`src/rtl/key_debouncer_if.sv`:
```
`default_nettype none
// ============================================================================
// Module      : key_debouncer_if
// Description : Key line bundle between board pins and the debouncer.
// Revision    : 1.0 - initial release
// ============================================================================
interface key_debouncer_if #(
    parameter int WIDTH = 4
) ();
    logic [WIDTH-1:0] key_raw;
    logic [WIDTH-1:0] key_level;
    logic [WIDTH-1:0] key_pressed;
    logic [WIDTH-1:0] key_released;
    logic             key_any;

    modport master (
        output key_raw,
        input  key_level,
        input  key_pressed,
        input  key_released,
        input  key_any
    );

    modport slave (
        input  key_raw,
        output key_level,
        output key_pressed,
        output key_released,
        output key_any
    );
endinterface
`default_nettype wire

```
`src/rtl/key_debouncer.sv`:
```
`default_nettype none
// ============================================================================
// Module      : key_debouncer
// Description : Per-line synchroniser and debouncer with press/release strobes.
//               Optional auto-repeat on held keys: KEY_DEBOUNCER_AUTOREPEAT_EN.
// Revision    : 1.0 - initial release
// ============================================================================
module key_debouncer #(
    parameter int WIDTH           = 4,
    parameter int DEBOUNCE_CYCLES = 500000,
    parameter bit ACTIVE_LOW      = 1'b1,
    parameter int REPEAT_DELAY    = 25000000,
    parameter int REPEAT_PERIOD   = 5000000
) (
    input  wire logic      clock,
    input  wire logic      reset,
    key_debouncer_if.slave bus
);

    localparam int               C_CNT_W = $clog2(DEBOUNCE_CYCLES);
    localparam logic [C_CNT_W-1:0] C_CNT_LAST = C_CNT_W'(DEBOUNCE_CYCLES - 1);

`ifdef KEY_DEBOUNCER_AUTOREPEAT_EN
    localparam int C_REP_MAX = (REPEAT_DELAY > REPEAT_PERIOD) ? REPEAT_DELAY : REPEAT_PERIOD;
    localparam int C_REP_W   = (C_REP_MAX > 2) ? $clog2(C_REP_MAX) : 1;
    localparam logic [C_REP_W-1:0] C_REP_DELAY_LAST  = C_REP_W'(REPEAT_DELAY - 1);
    localparam logic [C_REP_W-1:0] C_REP_PERIOD_LAST = C_REP_W'(REPEAT_PERIOD - 1);
`endif

    // Elaboration-time guard on the configuration
    if (DEBOUNCE_CYCLES < 2 || REPEAT_DELAY < 1 || REPEAT_PERIOD < 1) begin : g_param_check
        $error("key_debouncer: illegal DEBOUNCE_CYCLES/REPEAT_DELAY/REPEAT_PERIOD");
    end

    typedef enum logic [1:0] {
        ST_UP      = 2'd0,
        ST_DB_DOWN = 2'd1,
        ST_DOWN    = 2'd2,
        ST_DB_UP   = 2'd3
    } state_t;

    logic [WIDTH-1:0] w_raw_hi;
    logic [WIDTH-1:0] r_sync1;
    logic [WIDTH-1:0] r_sync2;
    logic [WIDTH-1:0] w_level;
    logic [WIDTH-1:0] w_pressed;
    logic [WIDTH-1:0] w_released;

    assign w_raw_hi = bus.key_raw ^ {WIDTH{ACTIVE_LOW}};

    always_ff @(posedge clock) begin
        if (reset) begin
            r_sync1 <= '0;
            r_sync2 <= '0;
        end else begin
            r_sync1 <= w_raw_hi;
            r_sync2 <= r_sync1;
        end
    end

    for (genvar i = 0; i < WIDTH; i++) begin : g_line
        state_t             r_state;
        logic [C_CNT_W-1:0] r_cnt;
        logic               r_level;
        logic               r_pressed;
        logic               r_released;
`ifdef KEY_DEBOUNCER_AUTOREPEAT_EN
        logic [C_REP_W-1:0] r_rep_cnt;
        logic               r_rep_armed;
`endif

        always_ff @(posedge clock) begin
            if (reset) begin
                r_state    <= ST_UP;
                r_cnt      <= '0;
                r_level    <= 1'b0;
                r_pressed  <= 1'b0;
                r_released <= 1'b0;
`ifdef KEY_DEBOUNCER_AUTOREPEAT_EN
                r_rep_cnt   <= '0;
                r_rep_armed <= 1'b0;
`endif
            end else begin
                r_pressed  <= 1'b0;
                r_released <= 1'b0;
                case (r_state)
                    ST_UP: begin
                        if (r_sync2[i]) begin
                            r_state <= ST_DB_DOWN;
                            r_cnt   <= C_CNT_W'(1);
                        end
                    end
                    ST_DB_DOWN: begin
                        if (!r_sync2[i]) begin
                            r_state <= ST_UP;
                            r_cnt   <= '0;
                        end else if (r_cnt == C_CNT_LAST) begin
                            r_state   <= ST_DOWN;
                            r_cnt     <= '0;
                            r_level   <= 1'b1;
                            r_pressed <= 1'b1;
`ifdef KEY_DEBOUNCER_AUTOREPEAT_EN
                            r_rep_cnt   <= '0;
                            r_rep_armed <= 1'b0;
`endif
                        end else begin
                            r_cnt <= r_cnt + 1'b1;
                        end
                    end
                    ST_DOWN: begin
                        if (!r_sync2[i]) begin
                            r_state <= ST_DB_UP;
                            r_cnt   <= C_CNT_W'(1);
`ifdef KEY_DEBOUNCER_AUTOREPEAT_EN
                        // First strobe after the hold delay, then one per period
                        end else if (!r_rep_armed) begin
                            if (r_rep_cnt == C_REP_DELAY_LAST) begin
                                r_pressed   <= 1'b1;
                                r_rep_cnt   <= '0;
                                r_rep_armed <= 1'b1;
                            end else begin
                                r_rep_cnt <= r_rep_cnt + 1'b1;
                            end
                        end else if (r_rep_cnt == C_REP_PERIOD_LAST) begin
                            r_pressed <= 1'b1;
                            r_rep_cnt <= '0;
                        end else begin
                            r_rep_cnt <= r_rep_cnt + 1'b1;
`endif
                        end
                    end
                    ST_DB_UP: begin
                        if (r_sync2[i]) begin
                            // Bounce back to held: no strobe, repeat delay restarts
                            r_state <= ST_DOWN;
                            r_cnt   <= '0;
`ifdef KEY_DEBOUNCER_AUTOREPEAT_EN
                            r_rep_cnt   <= '0;
                            r_rep_armed <= 1'b0;
`endif
                        end else if (r_cnt == C_CNT_LAST) begin
                            r_state    <= ST_UP;
                            r_cnt      <= '0;
                            r_level    <= 1'b0;
                            r_released <= 1'b1;
                        end else begin
                            r_cnt <= r_cnt + 1'b1;
                        end
                    end
                    default: begin
                        r_state <= ST_UP;
                        r_cnt   <= '0;
                    end
                endcase
            end
        end

        assign w_level[i]    = r_level;
        assign w_pressed[i]  = r_pressed;
        assign w_released[i] = r_released;
    end

    assign bus.key_level    = w_level;
    assign bus.key_pressed  = w_pressed;
    assign bus.key_released = w_released;
    assign bus.key_any      = |w_level;

endmodule
`default_nettype wire

```
`src/flat_wrapper.sv`:
```
// flat-port wrapper written by rule: the top's interface ports become plain ports
module key_debouncer_flat 
#(
    parameter int WIDTH           = 4,
    parameter int DEBOUNCE_CYCLES = 500000,
    parameter bit ACTIVE_LOW      = 1'b1,
    parameter int REPEAT_DELAY    = 25000000,
    parameter int REPEAT_PERIOD   = 5000000
)
  (clock, reset, bus_key_raw, bus_key_level, bus_key_pressed, bus_key_released, bus_key_any);
  key_debouncer_if #(.WIDTH(WIDTH)) bus_i ();
  input  wire logic clock;
  input  wire logic reset;
  input wire logic [$bits(bus_i.key_raw)-1:0] bus_key_raw;
  output wire logic [$bits(bus_i.key_level)-1:0] bus_key_level;
  output wire logic [$bits(bus_i.key_pressed)-1:0] bus_key_pressed;
  output wire logic [$bits(bus_i.key_released)-1:0] bus_key_released;
  output wire logic [$bits(bus_i.key_any)-1:0] bus_key_any;
  assign bus_i.key_raw = bus_key_raw;
  assign bus_key_level = bus_i.key_level;
  assign bus_key_pressed = bus_i.key_pressed;
  assign bus_key_released = bus_i.key_released;
  assign bus_key_any = bus_i.key_any;
  key_debouncer #(.WIDTH(WIDTH), .DEBOUNCE_CYCLES(DEBOUNCE_CYCLES), .ACTIVE_LOW(ACTIVE_LOW), .REPEAT_DELAY(REPEAT_DELAY), .REPEAT_PERIOD(REPEAT_PERIOD)) u_core (.clock(clock), .reset(reset), .bus(bus_i));
endmodule
```
`config.mk`:
```
export PLATFORM = sky130hd
export DESIGN_NAME = key_debouncer_flat
export DESIGN_NICKNAME = d
export VERILOG_FILES = /design/src/rtl/key_debouncer_if.sv /design/src/rtl/key_debouncer.sv /design/src/flat_wrapper.sv
export SDC_FILE = /design/constraint.sdc
export NUM_CORES = 1
export LEC_CHECK = 0
export CORE_MARGIN = 4
export CORE_UTILIZATION = 34
export DETAILED_ROUTE_END_ITERATION = 10
export PLACE_DENSITY = 0.47
export SLEW_MARGIN = 20
export SYNTH_ARGS = -nofsm -noshare
export SYNTH_HDL_FRONTEND = slang
export SYNTH_SLANG_ARGS = --single-unit
```
`constraint.sdc`:
```
create_clock -name clock -period 2.15 [get_ports clock]
set_input_delay 0.43 -clock clock [delete_from_list [all_inputs] [get_ports clock]]
set_output_delay 0.43 -clock clock [all_outputs]
set_load 0.01 [all_outputs]
```
==> metrics.sh, run 1 <==
CRIT_PATH_MAX_FANOUT=7
INITIAL_CORE_UTIL_PCT=35.1
WORSTREG2REGSTART='u_core.g_line[3].r_cnt[10]$_SDFFE_PP0P_'
NET_SWITCHING_POWER_uW=842
WORSTPATHARRIVAL_NS=2.24
POWER.IR.VDD_WORST_mV=0.396
TIMING.HOLD.WORST.CLASS='flop to flop'
STATUS='complete, no violations'
FF2FF_SETUP_SLACK_NS=0.14
DOMINANTREGCELLSYNTH='sky130_fd_sc_hd__dfxtp_1'
SYN-NUM-NETS=625
YOSYS_REGISTER_BITS=104
TRITONCTS_NUM_SINKS=104
BOUNDARYPINS=19
CLOCK_SHARE_OF_POWER_PCT=44.8
FINALCLOCKSKEW_NS=0.00763
SYNTHDISTINCTLIBCELLS=58
LARGEST_NET_DEGREE_AT_THE_START_OF_GLOBAL_ROUTING=26
CTS.REPORTEDPATHS.CLKPINSLEW_NS=0.07
ROUTE.VIAS.TOTAL=4548
FP.COREAREA_MM2=0.0147
TIMING.FMAX_MHz=497
SEQ_POWER_SHARE_PCT=50.3
GP_CONGESTION=0.797
STARTPOINT_OF_THE_LOWEST_SLACK_HOLD_PATH='u_core.r_sync1[1]$_SDFF_PP0_'
CP_CELL_SEQUENCE='or4b_1 -> nor3_2 -> buf_4 -> a21oi_1 -> a41oi_1 -> a311oi_1'
CRITICAL_PATH.SLOWEST_CELL='sky130_fd_sc_hd__or4b_1'
MAX_SLEW.WORST_PIN.SLEW_NS=0.690
FINALMAXSLEWVIOLATIONS=0
ROUTED-WL-MET3_UM=395
SLEW_HEADROOM_PCT=53.8
LAYOUT_CELLS_SIZED_ABOVE_1_PCT=14.2
WIRELENGTH_MET1_MM=5.99
REGTOREGENDPOINT='u_core.g_line[3].r_cnt[13]$_SDFFE_PP0P_'
PWR-SHARE-COMB_PCT=4.9
PORT_BUFFERS=18
POSTROUTEWIRELENGTH_MM=11.9
CHIPHEIGHT_UM=131
TIMING.SETUP.CRITICAL_PATH_CLASS='flop to flop'
HOLD_VIOL_FINAL=0
TRACK_USAGE_PCT=13.9
SYNTHARSTFLOPSHARE_PCT=0
WORSTHOLDPATHCELLS=1
TIMING.CRITICAL_PATH.MAX_DELAY_FAMILY='simple AND/OR/NAND/NOR gates'
SYNTH.AVG_CELL_AREA_UM2=8.40
OVERFLOW=0
START_KIND='flop'
FIN_CRIT_NS=2.01
NUMBER_OF_ANTENNA_VIOLATIONS_AT_THE_FIRST_CHECK_IN_GLOBAL_ROUTING=0
DRCVIOLATIONCOUNT=0
MET2WIRELENGTH_MM=5.43
DIE_X_UM=131
ANTENNA_DIODE_INSTANCE_COUNT=0
TRITONCTS='done'
PWR_DENSITY_CELL_mW_PER_MM2=641
MAPPEDNETLISTAREA_MM2=0.00516
YS_WARN_COUNT=0
DRT_PASS1_ITERATIONS=5
OVERALL_POWER_AFTER_LAYOUT_uW=3910
AREA_GROWTH_SYN_TO_LAYOUT_PCT=18.1
TIMING.FINAL.CRIT_SHARE_PCT=93.6
LAYOUT.CELL_AREA.NON_FILLER_MM2=0.00610
MAXCAPVIOLCOUNT=0
REG2REG_DEPTH=6
CLOCK_LATENCY_NS=0.35
INSTANCE_COUNT_ON_THE_CRITICAL_PATH=6
HPWL_MM=8.56
GRT_SETUP_UNREPAIRED='false'
SYNTH_SEQUENTIAL_AREA_RATIO_PCT=40.3
CTS_HTREE_LEVELS=3
SYNTH-EDFF-COUNT=0
WIRE_LENGTH_OF_THE_FIRST_GLOBAL_ROUTING_PASS_MM=20.3
CLOCK_TREE.BUFFER_DEPTH=2
PLACEMENT.CELL_AREA_MM2=0.00575
DIE_AREA_MM2=0.0172
PLACEMENT_ROWS=44
WORSTHOLDENDPOINT='u_core.r_sync2[1]$_SDFF_PP0_'
NUMBER_OF_GLOBAL_ROUTE_VIAS_BEFORE_REPAIR=4201
DR.FIRST_ITER.DRC_COUNT=323
POSTCTSHOLDBUFS=0
NUMBER_OF_BUFFERS_AND_INVERTERS_ON_THE_CRITICAL_PATH=1
SYNTHCELLS=615
ROUTE.DETAILED.VIAS_PER_INST=5.38
CTS_BUFFERS=9
WORST-ENDPOINT-REQUIRED_NS=2.38
SETUP.WORST_PATH.END_CLASS='flop'
MAXUSEDROUTINGLAYER='met4'
NETS=670
CPPEAKSTAGEDELAY_NS=0.59
SETUP-VIOLATIONS-FINAL=0
POWER.STATIC_LEAKAGE_uW=0.00218
CTS_ROOT_BUFFER='sky130_fd_sc_hd__clkbuf_16'
CTS.REPAIR_TIMING.SETUP_BUFFER_COUNT=0
ROUTEDWLPERCELL_UM=14.1
CELLINTERNALPOWER_uW=3070
SW_FRAC_OF_TOTAL_PCT=21.5
FIN_SETUP_TNS_NS=0
DETAIL-ROUTE-ANTENNA-NETS=0
-- cell usage after synthesis (6+ instances only) --
library cell,count,area share (%)
sky130_fd_sc_hd__clkbuf_1,10,0.73
sky130_fd_sc_hd__xor2_1,9,1.5
sky130_fd_sc_hd__nor2_1,40,2.9
sky130_fd_sc_hd__inv_1,20,1.5
sky130_fd_sc_hd__o21ai_0,25,2.4
sky130_fd_sc_hd__nand2b_1,7,0.85
sky130_fd_sc_hd__nand2_1,53,3.9
sky130_fd_sc_hd__nand4_1,26,3.2
sky130_fd_sc_hd__buf_2,10,0.97
sky130_fd_sc_hd__nand3_1,51,4.9
sky130_fd_sc_hd__a21oi_1,43,4.2
sky130_fd_sc_hd__nor3b_1,6,0.87
sky130_fd_sc_hd__and2_1,9,1.1
sky130_fd_sc_hd__nor3_1,14,1.4
sky130_fd_sc_hd__mux2i_1,23,4.5
sky130_fd_sc_hd__buf_4,12,1.7
sky130_fd_sc_hd__nor4_1,8,0.97
sky130_fd_sc_hd__xnor2_1,7,1.2
sky130_fd_sc_hd__nor2b_1,8,0.97
sky130_fd_sc_hd__and3_1,13,1.6
sky130_fd_sc_hd__nand3b_1,7,1.0
sky130_fd_sc_hd__dfxtp_1,104,40
sky130_fd_sc_hd__a31oi_1,38,4.6
-- stage by stage --
stage / hold WS (ns) / cells / setup WS (ns) / utilization [%]
floorplan: 0.414 / 615 / 0.209 / -
global placement: 0.419 / 833 / 0.0125 / 39.1
detailed placement: 0.424 / 833 / -0.0592 / 39.1
CTS: 0.441 / 846 / 0.0192 / 41.3
global route: 0.451 / 846 / 0.0286 / 41.5
finish: 0.439 / 846 / 0.137 / 41.5
-- cells by family after synthesis --
logic type / after synthesis / synth area share, %
adders and majority gates: 4 / 0.969
muxes: 24 / 4.75
xor gates and xnor gates: 17 / 3.03
buffers and inverters: 57 / 5.86
DFF: 104 / 40.3
AOI/OAI and AO/OA: 136 / 16.3
and+or+nand+nor: 273 / 28.8
-- per-layer routing --
layer  GRT usage [%]  vias up
met2            22.6       58
met1            18.3     2135
met5               0        -
met3            3.94        6
met4            3.21        0
li1                -     2349
-- power groups by stage --
stage	clock, µW	combinational [µW]	sequential (µW)
after floorplan	0	116	2000
after detailed placement	0	198	2010
after global routing	1890	213	1970
final	1750	191	1970
after global placement	0	194	2010
after CTS	1830	195	1970
-- state kept, by name, summed over array words and instances (netlist names), named ones only --
signal,cells
u_core.g_line.r_cnt,76
u_core.g_line.r_level,4
u_core.g_line.r_pressed,4
u_core.g_line.r_released,4
u_core.g_line.r_state,4
u_core.r_sync1,4
u_core.r_sync2,4
-- layout make-up --
| class | count | area [µm²] |
|---|---|---|
| multi-input cells | 454 | 2820 |
| inverters | 20 | 75.1 |
| fillers | 1446 | 8600 |
| repair buffers | 71 | 584 |
| clock buffers | 10 | 239 |
| well taps | 184 | 230 |
| clock inverters | 3 | 68.8 |
| flip-flops and latches | 104 | 2080 |
-- cell usage in the layout (no fill, tap or decap), types with 13 or more instances in the layout --
cell,synthesis,routed
sky130_fd_sc_hd__inv_1,20,20
sky130_fd_sc_hd__nor3_1,14,14
sky130_fd_sc_hd__nor2_1,40,39
sky130_fd_sc_hd__clkdlybuf4s50_1,0,16
sky130_fd_sc_hd__a31oi_1,38,38
sky130_fd_sc_hd__nand2_1,53,53
sky130_fd_sc_hd__nand3_1,51,51
sky130_fd_sc_hd__mux2i_1,23,23
sky130_fd_sc_hd__o21ai_0,25,25
sky130_fd_sc_hd__buf_4,12,52
sky130_fd_sc_hd__dfxtp_1,104,102
sky130_fd_sc_hd__nand4_1,26,26
sky130_fd_sc_hd__and3_1,13,13
sky130_fd_sc_hd__a21oi_1,43,43
-- worst max path at each step --
stage,start,endpoint,slack [ns]
after CTS,u_core.g_line[0].r_cnt[9]$_SDFFE_PP0P_,u_core.g_line[0].r_cnt[3]$_SDFFE_PP0P_,0.02
after global routing,u_core.g_line[0].r_cnt[9]$_SDFFE_PP0P_,u_core.g_line[0].r_cnt[11]$_SDFFE_PP0P_,0.03
after detailed placement,u_core.g_line[3].r_cnt[0]$_SDFFE_PP0P_,u_core.g_line[3].r_cnt[6]$_SDFFE_PP0P_,-0.06
after floorplan,u_core.g_line[2].r_cnt[0]$_SDFFE_PP0P_,u_core.g_line[2].r_cnt[18]$_SDFFE_PP0P_,0.21
after global placement,u_core.g_line[3].r_cnt[0]$_SDFFE_PP0P_,u_core.g_line[3].r_cnt[6]$_SDFFE_PP0P_,0.01
final,u_core.g_line[3].r_cnt[10]$_SDFFE_PP0P_,u_core.g_line[3].r_cnt[13]$_SDFFE_PP0P_,0.14
-- what timing repair did --
item / in CTS / in global routing
cloned: 0 / 0
resized for setup: 2 / 9
endpoints found under the setup margin: 7 / 24
No activity file was read; power rests on OpenSTA's default activity.
==> run 2: changes to the inputs <==
REMOVE_ABC_BUFFERS = 1   (was unset)
==> run 2 against run 1 <==
Global-route usage about the same. Register-to-register slack about the same. Critical path depth is 4 lower. Non-clock buffer count fell by 20. Clock skew decreased by 0.0034 ns. Routed wire length down 2.3%. Sequential cell count unchanged. Cell count decreased by 2.1%. Combinational power decreased by 7%. Sequential share of layout area increased by 0.95 points. Highest routed layer unchanged. Setup slack got worse by 0.0035 ns. Largest power group unchanged. Die area did not move.
==> metrics.sh, run 2 (same netlist as run 1, synthesis figures left out) <==
TIMING.FINAL.CRIT_SHARE_PCT=93.8  # was 93.6%
DETAIL-ROUTE-ANTENNA-NETS=0  # unchanged
CRIT_PATH_MAX_FANOUT=4  # was 7
ANTENNA_DIODE_INSTANCE_COUNT=0  # unchanged
CLOCK_TREE.BUFFER_DEPTH=2  # unchanged
WIRE_LENGTH_OF_THE_FIRST_GLOBAL_ROUTING_PASS_MM=20.3  # about the same
NET_SWITCHING_POWER_uW=866  # was 842 µW
CLOCK_LATENCY_NS=0.35  # about the same
MAXCAPVIOLCOUNT=0  # unchanged
NETS=650  # was 670
DR.FIRST_ITER.DRC_COUNT=278  # was 323
NUMBER_OF_ANTENNA_VIOLATIONS_AT_THE_FIRST_CHECK_IN_GLOBAL_ROUTING=0  # unchanged
CP_CELL_SEQUENCE='or4_1 -> dlygate4sd2_1'  # was or4b_1 -> nor3_2 -> buf_4 -> a21oi_1 -> a41oi_1 -> a311oi_1
STATUS='complete, no violations'  # unchanged
LARGEST_REGISTER='u_core.g_line.r_cnt'  # unchanged
FF2FF_SETUP_SLACK_NS=0.15  # was 0.14 ns
SETUP.WORST_PATH.END_CLASS='output port'  # was flop
MOST-COMMON-LAYOUT-CELLS='104 x sky130_fd_sc_hd__dfxtp_1, 53 x sky130_fd_sc_hd__nand2_1, 51 x sky130_fd_sc_hd__nand3_1'  # was 102 x sky130_fd_sc_hd__dfxtp_1, 53 x sky130_fd_sc_hd__nand2_1, 52 x sky130_fd_sc_hd__buf_4
TRITONCTS_NUM_SINKS=104  # unchanged
FINISH.UTILIZATION_PCT=40.3  # was 41.5%
MAX_SLEW.WORST_PIN.SLEW_NS=0.577  # was 0.690 ns
SLEW_HEADROOM_PCT=61.2  # was 53.8%
LAYOUT.CELL_AREA.NON_FILLER_MM2=0.00593  # was 0.00610 mm²
DIE_AREA_MM2=0.0172  # unchanged
SW_FRAC_OF_TOTAL_PCT=22.0  # was 21.5%
SEQ_POWER_SHARE_PCT=50.0  # was 50.3%
TRITONCTS='done'  # unchanged
GRT_SETUP_UNREPAIRED='false'  # unchanged
DIE_X_UM=131  # unchanged
TIMING.CRITICAL_PATH.MAX_DELAY_FAMILY='simple AND/OR/NAND/NOR gates'  # unchanged
CTS_BUFFERS=9  # unchanged
INITIAL_CORE_UTIL_PCT=35.1  # unchanged
POSTROUTEWIRELENGTH_MM=11.6  # was 11.9 mm
FILLER_CELL_COUNT=1454  # was 1446
POWER.IR.VDD_WORST_mV=0.360  # was 0.396 mV
HOLD_VIOL_FINAL=0  # unchanged
FINALCLOCKSKEW_NS=0.00426  # was 0.00763 ns
TIMING.HOLD.WORST.CLASS='flop to flop'  # unchanged
WORSTHOLDPATHCELLS=1  # unchanged
WORSTPATHARRIVAL_NS=1.59  # was 2.24 ns
LAYOUT_COMMONEST_CELL='sky130_fd_sc_hd__dfxtp_1'  # unchanged
LARGEST_NET_DEGREE_AT_THE_START_OF_GLOBAL_ROUTING=27  # was 26
NUMBER_OF_GLOBAL_ROUTE_VIAS_BEFORE_REPAIR=4151  # was 4201
OVERFLOW=0  # unchanged
WORST-ENDPOINT-REQUIRED_NS=1.72  # was 2.38 ns
TIMING.SETUP.CRITICAL_PATH_CLASS='flop to output port'  # was flop to flop
CRITICAL_PATH.SLOWEST_CELL='sky130_fd_sc_hd__or4_1'  # was sky130_fd_sc_hd__or4b_1
PWR-SHARE-COMB_PCT=4.5  # was 4.9%
LAYOUT_CELLS_SIZED_ABOVE_1_PCT=10.9  # was 14.2%
CPPEAKSTAGEDELAY_NS=0.56  # was 0.59 ns
CTS.REPORTEDPATHS.CLKPINSLEW_NS=0.07  # about the same
START_KIND='flop'  # unchanged
GP_CONGESTION=0.790  # was 0.797
OVERALL_POWER_AFTER_LAYOUT_uW=3930  # was 3910 µW
DRT_PASS1_ITERATIONS=5  # unchanged
BOUNDARYPINS=19  # unchanged
PLACEMENT_ROWS=44  # unchanged
PORT_BUFFERS=18  # unchanged
FIN_CRIT_NS=2.02  # was 2.01 ns
CTS_ROOT_BUFFER='sky130_fd_sc_hd__clkbuf_16'  # unchanged
PWR_DENSITY_CELL_mW_PER_MM2=664  # was 641 mW/mm²
FINALMAXSLEWVIOLATIONS=0  # unchanged
REGTOREGENDPOINT='u_core.g_line[0].r_level$_SDFFE_PP0P_'  # was u_core.g_line[3].r_cnt[13]$_SDFFE_PP0P_
LARGEST_REGISTER_FFS=76  # unchanged
CLOCK_SHARE_OF_POWER_PCT=45.5  # was 44.8%
WORSTHOLDENDPOINT='u_core.r_sync2[3]$_SDFF_PP0_'  # was u_core.r_sync2[1]$_SDFF_PP0_
CTS_HTREE_LEVELS=3  # unchanged
WORSTREG2REGSTART='u_core.g_line[0].r_cnt[9]$_SDFFE_PP0P_'  # was u_core.g_line[3].r_cnt[10]$_SDFFE_PP0P_
ROUTEDWLPERCELL_UM=14.1  # about the same
REGAREA_MM2=0.00208  # about the same
TIMING.FMAX_MHz=496  # was 497 MHz
POWER.STATIC_LEAKAGE_uW=0.00208  # was 0.00218 µW
HPWL_MM=8.29  # was 8.56 mm
ROUTE.DETAILED.VIAS_PER_INST=5.37  # was 5.38
REG2REG_DEPTH=5  # was 6
FP.COREAREA_MM2=0.0147  # unchanged
AREA_GROWTH_SYN_TO_LAYOUT_PCT=14.8  # was 18.1%
SETUP-VIOLATIONS-FINAL=0  # unchanged
PLACEMENT.CELL_AREA_MM2=0.00560  # was 0.00575 mm²
DRCVIOLATIONCOUNT=0  # unchanged
CELLINTERNALPOWER_uW=3070  # about the same
TRACK_USAGE_PCT=13.9  # about the same
ROUTE.VIAS.TOTAL=4443  # was 4548
TOTAL_AREA_OF_MULTI_INPUT_COMBINATIONAL_CELLS_MM2=0.00278  # was 0.00282 mm²
TIMING.HOLD.WS_NS=0.439  # about the same
STARTPOINT_OF_THE_LOWEST_SLACK_HOLD_PATH='u_core.r_sync1[3]$_SDFF_PP0_'  # was u_core.r_sync1[1]$_SDFF_PP0_
NUMBER_OF_BUFFERS_AND_INVERTERS_ON_THE_CRITICAL_PATH=1  # unchanged
CHIPHEIGHT_UM=131  # unchanged
## run 2: how the worst max path moves through the flow
stage,start,end,slack [ns],cells past startpoint
after global routing,u_core.g_line[0].r_cnt[9]$_SDFFE_PP0P_,u_core.g_line[0].r_cnt[11]$_SDFFE_PP0P_,0.008,5
after detailed placement,u_core.g_line[0].r_cnt[9]$_SDFFE_PP0P_,u_core.g_line[0].r_cnt[11]$_SDFFE_PP0P_,0.07,5
after floorplan,u_core.g_line[2].r_cnt[0]$_SDFFE_PP0P_,u_core.g_line[2].r_cnt[18]$_SDFFE_PP0P_,-0.13,6
final,u_core.g_line[0].r_level$_SDFFE_PP0P_,bus_key_any,0.13,2
after CTS,u_core.g_line[0].r_cnt[9]$_SDFFE_PP0P_,u_core.g_line[0].r_cnt[11]$_SDFFE_PP0P_,0.06,5
after global placement,u_core.g_line[0].r_cnt[9]$_SDFFE_PP0P_,u_core.g_line[0].r_cnt[4]$_SDFFE_PP0P_,0.16,5
## run 2: power by group through the flow
stage          logic, µW  registers (µW)  clock network [µW]
2_1_floorplan       87.2            2010                   0
3_3_place_gp         181            2010                   0
3_5_place_dp         183            2010                   0
4_1_cts              180            1970                1860
5_1_grt              199            1970                1930
6_report             178            1970                1790
## run 2: final cells by class
type                    count  share of cell area (%)
multi-input cells         454                    47.0
inverters                  20                    1.27
repair buffers             51                    7.33
clock buffers              10                    4.03
flip-flops and latches    104                    35.1
well taps                 184                    3.89
clock inverters             5                    1.37
## run 2: through the flow
step	std cells	worst slack (ns)	setup TNS, ns
2_1_floorplan	578	-0.131	-0.131
3_3_place_gp	813	0.159	0
3_5_place_dp	813	0.0718	0
4_1_cts	828	0.0620	0
5_1_grt	828	0.00794	0
6_report	828	0.134	0
## run 2: metal layers
layer | GRT usage [%] | up-vias | part of all wire, %
met3 | 3.82 | 10 | 3.4
met5 | 0 | - | 0
met1 | 18.8 | 2062 | 51
met2 | 21.9 | 66 | 45
li1 | - | 2305 | -
met4 | 3.68 | 0 | 1.2
## run 2: worst reg2reg max path, stage by stage (launching register included)
cell                      delay [ns]
sky130_fd_sc_hd__dfxtp_1        0.37
sky130_fd_sc_hd__or4b_1         0.57
sky130_fd_sc_hd__nor3_2         0.35
sky130_fd_sc_hd__nand3_2        0.20
sky130_fd_sc_hd__mux2_4         0.34
sky130_fd_sc_hd__a21oi_2        0.12
## run 2: timing repair
item                                    in CTS  in global routing
gates cloned                                 0                  0
setup buffers                                0                  0
resized for setup                            1                  1
endpoints found under the setup margin       1                 17
hold buffers                                 0                  0
